--- config.mk ---
export PLATFORM = sky130hd
export DESIGN_NAME = io_ready_pipe
export DESIGN_NICKNAME = d
export VERILOG_FILES = /design/src/rtl/io_pipe_pkg.sv /design/src/rtl/io_delay_line.sv /design/src/rtl/io_ready_pipe.sv
export SDC_FILE = /design/constraint.sdc
export NUM_CORES = 1
export LEC_CHECK = 0
export CAP_MARGIN = 40
export CORE_AREA = 2 2 165 167
export CTS_CLUSTER_SIZE = 8
export DETAILED_ROUTE_END_ITERATION = 10
export DIE_AREA = 0 0 167 169
export HOLD_SLACK_MARGIN = 0.06
export PLACE_DENSITY = 0.58
export SLEW_MARGIN = 20
export SYNTH_ARGS = -nofsm -noshare
export SYNTH_HDL_FRONTEND = slang
export SYNTH_SLANG_ARGS = --single-unit
--- constraint.sdc ---
create_clock -name clock -period 1.82 [get_ports clock]
set_input_delay 0.273 -clock clock [delete_from_list [all_inputs] [get_ports clock]]
set_output_delay 0.273 -clock clock [all_outputs]
set_load 0.02 [all_outputs]
--- src/rtl/io_pipe_pkg.sv ---
// Shared helpers for the I/O readiness pipe: port-window decode and the
// polarity of the ports' Empty/Full status bits.
package io_pipe_pkg;

  localparam logic EF_READ_HAS_DATA   = 1'b1;
  localparam logic EF_WRITE_HAS_SPACE = 1'b1;

  function automatic int unsigned port_addr_width(input int unsigned count);
    return (count > 1) ? $clog2(count) : 1;
  endfunction

  function automatic logic is_pow2(input int unsigned n);
    return (n != 0) && ((n & (n - 1)) == 0);
  endfunction

  function automatic logic io_port_hit(input int unsigned addr, input int unsigned base,
                                       input int unsigned count);
    return (addr >= base) && (addr < base + count);
  endfunction

  // Valid only because the port window base is aligned to the port count.
  function automatic int unsigned io_port_index(input int unsigned addr, input int unsigned count);
    return addr & (count - 1);
  endfunction

endpackage

--- src/rtl/io_delay_line.sv ---
// Generic WIDTH x DEPTH shift register; synchronous reset clears every stage
// so nothing in flight survives a reset.
module io_delay_line #(
  parameter int unsigned WIDTH = 8,
  parameter int unsigned DEPTH = 6
) (
  input  logic             clock,
  input  logic             reset,
  input  logic [WIDTH-1:0] d_i,
  output logic [WIDTH-1:0] q_o
);

  logic [WIDTH-1:0] stage_q [DEPTH];

  always_ff @(posedge clock) begin
    if (reset) begin
      for (int i = 0; i < DEPTH; i++) stage_q[i] <= '0;
    end else begin
      stage_q[0] <= d_i;
      for (int i = 1; i < DEPTH; i++) stage_q[i] <= stage_q[i-1];
    end
  end

  assign q_o = stage_q[DEPTH-1];

endmodule

--- src/rtl/io_ready_pipe.sv ---
// I/O readiness and handshake unit for one data-memory side. Optional per-thread
// stall counters are built when IO_STALL_COUNT_EN is defined.
module io_ready_pipe
  import io_pipe_pkg::*;
#(
  parameter int unsigned WORD_WIDTH         = 36,
  parameter int unsigned ADDR_WIDTH         = 10,
  parameter int unsigned IO_PORT_COUNT      = 4,
  parameter int unsigned IO_PORT_BASE_ADDR  = 1020,
  parameter int unsigned PIPE_DEPTH         = 6,
  parameter int unsigned THREAD_COUNT       = 8,
  parameter int unsigned THREAD_COUNT_WIDTH = 3,
  parameter int unsigned STALL_COUNT_WIDTH  = 16
) (
  input  logic                                clock,
  input  logic                                reset,
  input  logic                                in_valid,
  input  logic                                in_cancel,
  input  logic [ADDR_WIDTH-1:0]               read_addr,
  input  logic [ADDR_WIDTH-1:0]               write_addr,
  input  logic [IO_PORT_COUNT-1:0]            io_read_EF,
  input  logic [IO_PORT_COUNT-1:0]            io_write_EF,
  input  logic [IO_PORT_COUNT*WORD_WIDTH-1:0] io_read_data,
  input  logic [WORD_WIDTH-1:0]               write_data_in,
  output logic [IO_PORT_COUNT-1:0]            io_rden,
  output logic [IO_PORT_COUNT-1:0]            io_wren,
  output logic [IO_PORT_COUNT*WORD_WIDTH-1:0] io_write_data,
  output logic [WORD_WIDTH-1:0]               read_data,
  output logic                                ior,
  output logic                                ior_previous,
  output logic                                cancel_previous,
  output logic [THREAD_COUNT_WIDTH-1:0]       thread_id,
  input  logic [THREAD_COUNT_WIDTH-1:0]       stall_thread_sel,
  output logic [STALL_COUNT_WIDTH-1:0]        stall_count
);

  localparam int unsigned PORT_ADDR_WIDTH = port_addr_width(IO_PORT_COUNT);
  localparam int unsigned DL_WIDTH        = 4 + PORT_ADDR_WIDTH;

  if (!is_pow2(IO_PORT_COUNT) || IO_PORT_COUNT < 2) begin : g_bad_port_count
    $error("io_ready_pipe: IO_PORT_COUNT must be a power of two and at least 2");
  end
  if ((IO_PORT_BASE_ADDR % IO_PORT_COUNT) != 0) begin : g_bad_base_addr
    $error("io_ready_pipe: IO_PORT_BASE_ADDR must be aligned to IO_PORT_COUNT");
  end
  if (PIPE_DEPTH < 1) begin : g_bad_depth
    $error("io_ready_pipe: PIPE_DEPTH must be at least 1");
  end

  logic                          read_hit_d, write_hit_d, ior_d;
  logic [PORT_ADDR_WIDTH-1:0]    rport_d, wport_d;
  logic                          valid_q, cancel_q, ior_q, read_hit_q, write_hit_q;
  logic [PORT_ADDR_WIDTH-1:0]    rport_q, wport_q;
  logic [THREAD_COUNT_WIDTH-1:0] thread_id_q, thread_id_d;
  logic [WORD_WIDTH-1:0]         read_data_q;
  logic [WORD_WIDTH-1:0]         rd_word [IO_PORT_COUNT];
  logic [DL_WIDTH-1:0]           dl_in, dl_out;
  logic                          dl_valid, dl_cancel, dl_ior, dl_hit;
  logic [PORT_ADDR_WIDTH-1:0]    dl_wport;
  logic                          rden_any, wren_any;

  always_comb begin
    read_hit_d  = io_port_hit(32'(read_addr), IO_PORT_BASE_ADDR, IO_PORT_COUNT);
    write_hit_d = io_port_hit(32'(write_addr), IO_PORT_BASE_ADDR, IO_PORT_COUNT);
    rport_d     = PORT_ADDR_WIDTH'(io_port_index(32'(read_addr), IO_PORT_COUNT));
    wport_d     = PORT_ADDR_WIDTH'(io_port_index(32'(write_addr), IO_PORT_COUNT));
    // Empty slots are never held back.
    ior_d = !in_valid ||
            ((!read_hit_d || (io_read_EF[rport_d] == EF_READ_HAS_DATA)) &&
             (!write_hit_d || (io_write_EF[wport_d] == EF_WRITE_HAS_SPACE)));
    thread_id_d = (thread_id_q == THREAD_COUNT_WIDTH'(THREAD_COUNT - 1)) ? '0
                                                                         : thread_id_q + 1'b1;
  end

  for (genvar p = 0; p < IO_PORT_COUNT; p++) begin : g_rd_word
    assign rd_word[p] = io_read_data[p*WORD_WIDTH +: WORD_WIDTH];
  end

  always_ff @(posedge clock) begin
    if (reset) begin
      valid_q     <= 1'b0;
      cancel_q    <= 1'b0;
      ior_q       <= 1'b0;
      read_hit_q  <= 1'b0;
      write_hit_q <= 1'b0;
      rport_q     <= '0;
      wport_q     <= '0;
      thread_id_q <= '0;
      read_data_q <= '0;
    end else begin
      valid_q     <= in_valid;
      cancel_q    <= in_cancel;
      ior_q       <= ior_d;
      read_hit_q  <= read_hit_d;
      write_hit_q <= write_hit_d;
      rport_q     <= rport_d;
      wport_q     <= wport_d;
      thread_id_q <= thread_id_d;
      read_data_q <= rd_word[rport_q];
    end
  end

  assign dl_in = {valid_q, cancel_q, ior_q, write_hit_q, wport_q};

  io_delay_line #(
    .WIDTH (DL_WIDTH),
    .DEPTH (PIPE_DEPTH)
  ) u_delay_line (
    .clock (clock),
    .reset (reset),
    .d_i   (dl_in),
    .q_o   (dl_out)
  );

  assign {dl_valid, dl_cancel, dl_ior, dl_hit, dl_wport} = dl_out;

  // An instruction with IOR low is annulled and re-issued, so it raises no enables.
  assign rden_any = valid_q && !cancel_q && ior_q && read_hit_q;
  assign wren_any = dl_valid && !dl_cancel && dl_ior && dl_hit;

  always_comb begin
    io_rden = '0;
    io_wren = '0;
    for (int p = 0; p < IO_PORT_COUNT; p++) begin
      io_rden[p] = rden_any && (rport_q == PORT_ADDR_WIDTH'(p));
      io_wren[p] = wren_any && (dl_wport == PORT_ADDR_WIDTH'(p));
    end
  end

  assign io_write_data   = {IO_PORT_COUNT{write_data_in}};
  assign read_data       = read_data_q;
  assign ior             = ior_q;
  assign ior_previous    = dl_ior;
  assign cancel_previous = dl_cancel;
  assign thread_id       = thread_id_q;

`ifdef IO_STALL_COUNT_EN
  logic [STALL_COUNT_WIDTH-1:0] stall_cnt_q [THREAD_COUNT];
  logic [STALL_COUNT_WIDTH-1:0] stall_count_q;

  always_ff @(posedge clock) begin
    if (reset) begin
      for (int i = 0; i < THREAD_COUNT; i++) stall_cnt_q[i] <= '0;
      stall_count_q <= '0;
    end else begin
      if (valid_q && !cancel_q && !ior_q && (stall_cnt_q[thread_id_q] != '1))
        stall_cnt_q[thread_id_q] <= stall_cnt_q[thread_id_q] + 1'b1;
      stall_count_q <= stall_cnt_q[stall_thread_sel];
    end
  end

  assign stall_count = stall_count_q;
`else
  logic unused_stall_sel;
  assign unused_stall_sel = ^stall_thread_sel;
  assign stall_count      = '0;
`endif

endmodule

==> results of run 1 <==
## kinds of logic after synthesis
| kind of cell | count (synthesis) | share of synthesized area [%] |
|---|---|---|
| fa+ha+maj | 2 | 0.557 |
| mux | 38 | 19.0 |
| simple gates | 100 | 13.9 |
| flops | 84 | 37.4 |
| other cells | 1 | 0.0834 |
| buf+inv | 181 | 29.0 |
## cell usage in the layout (no fill, tap or decap), drive strengths merged
master	count
dfxtp	84
clkinv	1
nand4	4
clkinvlp	2
dlygate4sd2	3
clkdlybuf4s15	2
buf	9
nor4b	2
nor2b	78
inv	7
nand4b	2
mux4	38
clkbuf	12
bufinv	1
ha	2
nor3	12
nor3b	2
conb	16
clkdlybuf4s50	216
## worst max-delay path: stages (launching register included)
cell and delay (ns):
dfxtp_1 0.31, nand4b_1 0.36, nor3_2 0.23, clkdlybuf4s15_2 0.29
## routing by layer
| metal | share of wire (%) | routed length (um) | GRT usage [%] |
|---|---|---|---|
| met1 | 36 | 4610 | 9.47 |
| met2 | 48 | 6270 | 14.8 |
| met3 | 11 | 1410 | 4.02 |
| met4 | 4.9 | 637 | 5.73 |
| met5 | 0.12 | 15 | 0 |
## flip-flops by register name, summed over array words and instances, names as in the netlist
name	flops
read_data	36
valid_q	1
thread_id	3
cancel_q	1
u_delay_line.stage_q	36
read_hit_q	1
wport_q	2
rport_q	2
ior	1
write_hit_q	1
## worst max path at each step
stage	endpoint	slack, ns	cells past startpoint
2_1_floorplan	io_rden[2]	0.26	4
3_5_place_dp	ior	-0.13	4
4_1_cts	io_rden[1]	0.00002	3
6_report	io_rden[2]	0.001	3
5_1_grt	io_rden[2]	-0.06	3
3_3_place_gp	ior	-0.10	4
## cell usage after synthesis, types with 2 or more instances
master | n | area share (%)
nand4_1 | 4 | 0.56
inv_1 | 2 | 0.17
nor3_1 | 12 | 1.3
mux4_2 | 38 | 19
clkbuf_1 | 11 | 0.92
inv_2 | 2 | 0.17
nor3b_1 | 2 | 0.33
nor2b_1 | 78 | 11
buf_4 | 162 | 27
nor4b_1 | 2 | 0.39
buf_6 | 2 | 0.50
dfxtp_1 | 84 | 37
nand4b_1 | 2 | 0.39
ha_1 | 2 | 0.56
buf_2 | 2 | 0.22
## power groups by stage
stage	Combinational [mW]	Sequential (mW)	Clock [mW]
after floorplan	0.787	2.08	0
after global placement	0.986	2.00	0
after detailed placement	0.988	2.01	0
after CTS	0.991	1.96	2.13
after global routing	1.04	1.97	2.20
final	0.975	1.96	2.01
## metrics by stage
stage          power, mW  area [sq um]  worst slack (ns)
2_1_floorplan       2.87          4550             0.262
3_3_place_gp        2.99          6040            -0.103
3_5_place_dp        2.99          6040            -0.128
4_1_cts             5.09          6350         0.0000246
5_1_grt             5.21          6350           -0.0562
6_report            4.94          6350           0.00104
## area by class of cell
type / instances / area share [%]
Tap cell: 341 / 6.72
Clock buffer: 9 / 3.55
Inverter: 4 / 0.236
Sequential cell: 84 / 26.5
Clock inverter: 7 / 1.50
Multi-Input combinational cell: 156 / 24.8
Timing Repair Buffer: 233 / 36.7
==> results.sh, run 1 <==
export IMPL_cp_start_kind="flip-flop"
export IMPL_grt_max_degree=49
export IMPL_reg2reg_to="read_data[28]"
export IMPL_place_detailed_hpwl_mm=10.4
export IMPL_regToRegSetupSlack_ns=0.22
export IMPL_gr_total_overflow=0
export IMPL_num_rows=60
export IMPL_clock_power_share_pct=40.6
export IMPL_syn_inst=406
export IMPL_fp_dieW_um=167
export IMPL_initial_core_util_pct=17.0
export IMPL_r2r_start="rport_q[0]"
export IMPL_io_buffers=225
export IMPL_fp_dieArea_sq_um=28200
export IMPL_clk_pin_slew_ns=0.08
export IMPL_drive_above_1_share_pct=15.0
export IMPL_h_tree_depth=3
export IMPL_holdPathStages=2
export IMPL_fin_util_pct=24.0
export IMPL_min_period_ns=1.82
export IMPL_grt_use_total_pct=9.03
export IMPL_combPwrFrac_pct=19.7
export IMPL_critPathKind="flip-flop to primary output"
export IMPL_yosys_warnings=0
export IMPL_postSynthAreaPerCell_sq_um=11.1
export IMPL_p_sw_mw=1.27
export IMPL_end_kind="primary output"
export IMPL_hold_path_class="primary input to flip-flop"
export IMPL_whs_ns=0.281
export IMPL_antenna_found_initial=2
export IMPL_holdBufCountCts=0
export IMPL_ys_seq_area_share_pct=37.4
export IMPL_nets=705
export IMPL_viasPerCell=3.50
export IMPL_cp_max_fo=4
export IMPL_p_per_area_nw_per_um2=778
export IMPL_power_leakage_nw=2.27
export IMPL_synth_edf_count=0
export IMPL_ff_latch_area_sq_um=1680
export IMPL_r2r_cells=3
export IMPL_startpoint="cancel_q"
export IMPL_grt_setup_unrepaired="yes"
export IMPL_min_to="u_delay_line.stage_q[0][27]"
export IMPL_seqPwrFrac_pct=39.7
export IMPL_finClkSkew_ns=0.00961
export IMPL_ys_ff_latch=84
export IMPL_cts_tree="built"
export IMPL_fin_crit_sh_pct=99.9
export IMPL_dr_pass1_iters=4
export IMPL_wl_per_cell_um=15.5
export IMPL_drcViolationCount=0
export IMPL_vdd_drop_max_mv=0.339
export IMPL_post_cts_resize_count=16
export IMPL_arrival_ns=1.55
export IMPL_fmax_mhz=550
export IMPL_wl_mm=12.9
export IMPL_synthesis_area_sq_um=4490
export IMPL_p_int_mw=3.67
export IMPL_fillers=2842
export IMPL_maxCapViolations=0
export IMPL_outcome="finished, final reports clean"
export IMPL_gp_congestion=0.703
export IMPL_setup_viol=0
export IMPL_synthArstFlopShare_pct=0
export IMPL_switching_share_pct=25.8
export IMPL_ys_flop_type="dfxtp_1"
export IMPL_final_cells=834
export IMPL_dr_first_iter_drc_count=63
export IMPL_coreArea_sq_um=26500
export IMPL_ant_nets=0
export IMPL_slew_viol_final=0
export IMPL_routed_via_count=2921
export IMPL_grt_pass1_wl_mm=18.6
export IMPL_synth_cell_types=16
export IMPL_cts_sinks=84
export IMPL_die_y_um=169
export IMPL_clock_latency_ns=0.35
export IMPL_required_ns=1.55
export IMPL_cts_root_buffer="clkbuf_16"
export IMPL_multiInputGateArea_sq_um=1570
export IMPL_hold_path_startpoint="reset"
export IMPL_fin_setup_tns_ns=0
export IMPL_clockBufferDepth=2
export IMPL_finalHoldViolations=0
export IMPL_dp_cells=818
export IMPL_area_growth_syn_to_layout_pct=41.3
export IMPL_diodes=0
export IMPL_grt_pass1_vias=3030
export IMPL_cts_setup_buffers=0
export IMPL_ios=425
export IMPL_cts_buffers=9
Note: power is estimated with default switching activity, not from simulation.
==> run 2: changes to the inputs <==
CTS_CLUSTER_SIZE = not set   (was 8)
==> results of run 2 <==
The final DEF is identical to that of run 1; final timing and power are the same.
